**src/rtl/mul_pkg.sv**
```systemverilog
// Shared types for the iterative multiplier: op encoding and FSM states.
// Helper functions decide which operands are treated as signed for each op.
// Build option: MUL_UNIT_EARLY_EXIT_EN (see mul_unit.sv).
package mul_pkg;

    typedef enum logic [1:0] {
        MUL    = 2'd0,
        MULH   = 2'd1,
        MULHSU = 2'd2,
        MULHU  = 2'd3
    } mul_op_e;

    typedef enum logic [1:0] {
        IDLE = 2'd0,
        RUN  = 2'd1,
        SIGN = 2'd2,
        DONE = 2'd3
    } mul_state_e;

    // rs1 is signed for MULH and MULHSU
    function automatic logic x_is_signed(mul_op_e op);
        return (op == MULH) || (op == MULHSU);
    endfunction

    // rs2 is signed for MULH only
    function automatic logic y_is_signed(mul_op_e op);
        return (op == MULH);
    endfunction

endpackage

```
**src/rtl/mul_operand_prep.sv**
```systemverilog
// Operand conditioning: converts signed operands to magnitudes and derives
// the final negate flag. Purely combinational, zero latency, no backpressure.
// MUL_UNIT_EARLY_EXIT_EN has no effect here.
import mul_pkg::*;

module mul_operand_prep #(
    parameter int XLEN = 32
) (
    input  mul_op_e           op,
    input  logic [XLEN-1:0]   x,
    input  logic [XLEN-1:0]   y,
    output logic [XLEN-1:0]   x_mag,
    output logic [XLEN-1:0]   y_mag,
    output logic              negate
);

    localparam logic [XLEN-1:0] ONE = {{(XLEN-1){1'b0}}, 1'b1};

    logic x_neg;
    logic y_neg;

    // Magnitude of the most negative value is still representable unsigned.
    always_comb begin
        x_neg  = x_is_signed(op) & x[XLEN-1];
        y_neg  = y_is_signed(op) & y[XLEN-1];
        x_mag  = x_neg ? (~x + ONE) : x;
        y_mag  = y_neg ? (~y + ONE) : y;
        negate = x_neg ^ y_neg;
    end

endmodule

```
**src/rtl/mul_unit.sv**
```systemverilog
// Iterative shift-add multiplier for MUL/MULH/MULHSU/MULHU (RV-M style).
// Latency: done pulses N+2 cycles after the start edge (N = XLEN/BITS_PER_CYCLE).
// No queuing: start is ignored while busy. MUL_UNIT_EARLY_EXIT_EN ends RUN once the multiplier is exhausted.
import mul_pkg::*;

module mul_unit #(
    parameter int XLEN           = 32,
    parameter int BITS_PER_CYCLE = 1
) (
    input  logic              clk,
    input  logic              rst,
    input  logic              start,
    input  logic [2:0]        funct3,
    input  logic [XLEN-1:0]   x,
    input  logic [XLEN-1:0]   y,
    output logic              busy,
    output logic              done,
    output logic [XLEN-1:0]   result
);

    localparam int N  = XLEN / BITS_PER_CYCLE;
    localparam int CW = $clog2(N + 1);
    localparam int PW = 2 * XLEN;

    mul_state_e         state;
    logic [PW-1:0]      mcand;
    logic [XLEN-1:0]    mplier;
    logic [PW-1:0]      prod;
    logic               negate_q;
    logic               high_q;
    logic [CW-1:0]      cnt;
    logic [XLEN-1:0]    result_q;

    logic [XLEN-1:0]    x_mag;
    logic [XLEN-1:0]    y_mag;
    logic               negate;
    logic [PW-1:0]      step_sum;
    logic [XLEN-1:0]    mplier_nxt;
    logic               last_step;
    logic [PW-1:0]      signed_prod;

    // bit 2 of funct3 carries no meaning for this unit
    logic unused_funct3;
    assign unused_funct3 = funct3[2];

    mul_operand_prep #(
        .XLEN (XLEN)
    ) u_prep (
        .op     (mul_op_e'(funct3[1:0])),
        .x      (x),
        .y      (y),
        .x_mag  (x_mag),
        .y_mag  (y_mag),
        .negate (negate)
    );

    // One RUN step: add shifted multiplicand for each set multiplier bit; decide whether RUN ends.
    always_comb begin
        step_sum = prod;
        for (int i = 0; i < BITS_PER_CYCLE; i++) begin
            if (mplier[i]) begin
                step_sum = step_sum + (mcand << i);
            end
        end
        mplier_nxt = mplier >> BITS_PER_CYCLE;
        last_step  = (cnt == CW'(N - 1));
`ifdef MUL_UNIT_EARLY_EXIT_EN
        last_step  = last_step | (mplier_nxt == '0);
`else
        last_step  = last_step | 1'b0;
`endif
        signed_prod = negate_q ? (~prod + {{(PW-1){1'b0}}, 1'b1}) : prod;
    end

    // FSM and datapath: capture in IDLE, accumulate in RUN, apply sign and select half in SIGN.
    always_ff @(posedge clk or posedge rst) begin
        if (rst) begin
            state    <= IDLE;
            mcand    <= '0;
            mplier   <= '0;
            prod     <= '0;
            negate_q <= 1'b0;
            high_q   <= 1'b0;
            cnt      <= '0;
            result_q <= '0;
        end else begin
            case (state)
                IDLE: begin
                    if (start) begin
                        mcand    <= {{XLEN{1'b0}}, x_mag};
                        mplier   <= y_mag;
                        prod     <= '0;
                        negate_q <= negate;
                        high_q   <= (funct3[1:0] != 2'b00);
                        cnt      <= '0;
                        state    <= RUN;
                    end
                end
                RUN: begin
                    prod   <= step_sum;
                    mcand  <= mcand << BITS_PER_CYCLE;
                    mplier <= mplier_nxt;
                    cnt    <= cnt + CW'(1);
                    if (last_step) begin
                        state <= SIGN;
                    end
                end
                SIGN: begin
                    prod     <= signed_prod;
                    result_q <= high_q ? signed_prod[PW-1:XLEN] : signed_prod[XLEN-1:0];
                    state    <= DONE;
                end
                DONE: begin
                    state <= IDLE;
                end
                default: begin
                    state <= IDLE;
                end
            endcase
        end
    end

    assign busy   = (state != IDLE);
    assign done   = (state == DONE);
    assign result = result_q;

endmodule

```
**config.mk**
```make
export PLATFORM = sky130hd
export DESIGN_NAME = mul_unit
export DESIGN_NICKNAME = d
export VERILOG_FILES = /design/src/rtl/mul_pkg.sv /design/src/rtl/mul_operand_prep.sv /design/src/rtl/mul_unit.sv
export SDC_FILE = /design/constraint.sdc
export NUM_CORES = 1
export LEC_CHECK = 0
export BUFFER_PORTS_ARGS = -buffer_cell sky130_fd_sc_hd__buf_4
export CORE_MARGIN = 3
export CORE_UTILIZATION = 60
export CTS_CLUSTER_SIZE = 8
export DETAILED_ROUTE_END_ITERATION = 10
export PLACE_DENSITY = 0.77
export SYNTH_ARGS = -nofsm -noshare
export SYNTH_HDL_FRONTEND = slang
export SYNTH_SLANG_ARGS = --single-unit
```
**constraint.sdc**
```tcl
create_clock -name clk -period 9 [get_ports clk]
set_input_delay 1.35 -clock clk [delete_from_list [all_inputs] [get_ports clk]]
set_output_delay 1.35 -clock clk [all_outputs]
set_load 0.01 [all_outputs]
```
==> metrics <==
Max VDD drop=240 uV; multi-input logic area=0.00964 mm2; H-tree levels=1; WP data arrival=4.91 ns; clock root cell=clkbuf_16; max-slew violations=0; Cell Chain, Critical Path=or4_1, nor3_1, nand4_1, or2_1, or3_2, o31ai_1, xor2_1, a21oi_1, a21o_1; HPWL after DPL=32,300 um; Distinct cells, synth=71; Setup Skew=0.0114 ns; Worst-Margin Slew=1.14 ns; Final Hold Violating Endpoints=0; hold crit path type=register to register; critical path peak fanout=7; fmax=0.223 GHz; register area share after synthesis=33.2%; Post-synth ARST share=100%; Die ar.=0.0274 mm2; vias in the first global route=13,400; gpl congestion=0.981; outcome=finished clean; Reg area=0.00506 mm2; die width=165 um; first-pass GRT wire length=71,100 um; most frequent cells in the layout=230 x nand2_1, 221 x o21ai_0, 206 x a21oi_1; CTS Buf Count=29; Max Root-Sink Buffers=3; Worst Path Required=9.43 ns; Reg2Reg Setup Slack=4.52 ns; total leakage power=7.69 nW; core area=0.0247 mm2; Synth Register Bits=202; Tcrit/Tclk final=49.8%; row count=57; Yosys warnings=0; num ports=104; max_slew headroom=24.3%; CP Class=register to register; Post-synth EDFFs=0; number of post-CTS setup repair buffers=0; Netlist Area Pre-Place=0.0152 mm2; CP peak stage delay=0.65 ns; area delta synth->final=11.0%; # setup viols final=0; nets@finish=2,074; Min Hold Slack=0.475 ns; antenna-violating nets left=0; Die Height=165 um; commonest non-fill, non-tap cell in the layout=nand2_1; Routed WL=45,000 um; layout cells sized above 1=10.1%; Startpoint Class=register; synthesized net count=2,040; hold-fix buffers at CTS=0; Initial Util=61.8%; number of antenna violations at the first check in global routing=0; CTS tree=yes; unrepaired setup endpoints after global routing=false; cell with the largest stage delay on the worst path=nor3_1; drt via density=6.43; GRT overflow=0; detailed-router iteration count before antenna repair=5; Post-CTS Resized=0; Most used DFF post-synth=dfrtp_1; TritonCTS Sinks=202; Tmin final=4.48 ns; DR vias=14,500; Avg Inst Size Synth=8.04 um2; PortBufs=102; filler cell count=2,081; Tot GR Track Use=32.4%; Clock Latency Late Sink=0.55 ns; Mapped Cells=1,896; post-DR wirelength/cell=19.9 um; Pwr Total=6.36 mW; final routed DRC violation total=0; clk slew on worst S/H paths=0.05 ns; Setup crit end kind=register; Top delay family on crit path=simple AND/OR/NAND/NOR gates; largest net degree at the start of global routing=118; CP Buf/Inv Count=0; final setup TNS=0 ns; # diodes=0; Detailed Route Iter0 Violations=1,444; P per Cell Area=376 mW/mm2; Max-Cap Viols=0
-- registers in the layout, indices dropped and copies added (netlist names) --
register and flops:
mcand 64, prod 64, mplier 32, result 32
cnt 6, state 2, high_q 1, negate_q 1
-- per-stage QoR --
stage	utilization [%]	setup slack (ns)	instance area (um2)	cells
6_report	68.6	4.52	16900	2257
5_1_grt	68.6	4.32	16900	2257
2_1_floorplan	-	2.14	15200	1896
3_3_place_gp	65.4	4.36	16100	2223
4_1_cts	68.6	4.64	16900	2257
3_5_place_dp	65.4	4.32	16100	2223
-- path summary, 6_finish.rpt --
kind                                  from          to  cells past startpoint
worst max-delay path              prod[10]  result[16]                      9
worst min-delay path            mplier[12]  mplier[12]                      2
worst max register to register    prod[10]  result[16]                      9
worst min register to register  mplier[12]  mplier[12]                      2
max in group asynchronous              rst    negate_q                      3
min in group asynchronous              rst  result[15]                      2
-- logic make-up after synthesis --
kind of cell	count (synthesis)	share of synthesized area [%]
AO/OA/AOI/OAI	688	27.6
AND/OR/NAND/NOR	580	17.7
adder cells (fa/ha/maj)	74	6.12
flip-flops	202	33.2
XOR/XNOR	175	10.1
buffers and inverters	156	3.85
multiplexers	21	1.49
-- power by group --
group	switching [mW]	leakage, nW	internal (mW)	total [mW]
combinational	2.39	4.67	1.32	3.71
sequential	0.409	2.64	1.26	1.67
clock	0.393	0.380	0.594	0.987
total	3.19	7.69	3.18	6.36
-- layer usage --
metal / global-route usage (%) / share of wire, % / up-vias
li1: - / - / 6933
met3: 4.94 / 7.9 / 83
met2: 52.2 / 45 / 616
met4: 9.64 / 3.0 / 0
met5: 0 / 0 / -
met1: 45.4 / 44 / 6873
-- synthesized netlist by cell type, types with 39 or more instances --
master	number	area (um2)
inv_1	41	154
clkbuf_1	99	372
dfrtp_1	202	5050
nor2_1	138	518
o21ai_0	222	1110
nand2_1	230	863
a21o_1	50	375
a21oi_1	206	1030
nor3_1	39	195
a22o_1	39	342
xnor2_1	82	718
ha_1	73	913
xor2_1	93	815
-- worst min-delay path, delay by kind of cell, from the launching register on --
kind | cells | cell delay, ns
and+or+nand+nor | 1 | 0.04
DFF | 1 | 0.34
AOI/OAI and AO/OA | 1 | 0.06
-- area by class of cell --
cell class,instances,share of cell area [%]
sequential,202,29.9
multi-input combinational,1538,56.9
inverter,41,0.954
clock buffer,32,4.36
timing repair buffer,118,5.24
clock inverter,2,0.229
tap,324,2.40
No activity file was read; power rests on OpenSTA's default activity.
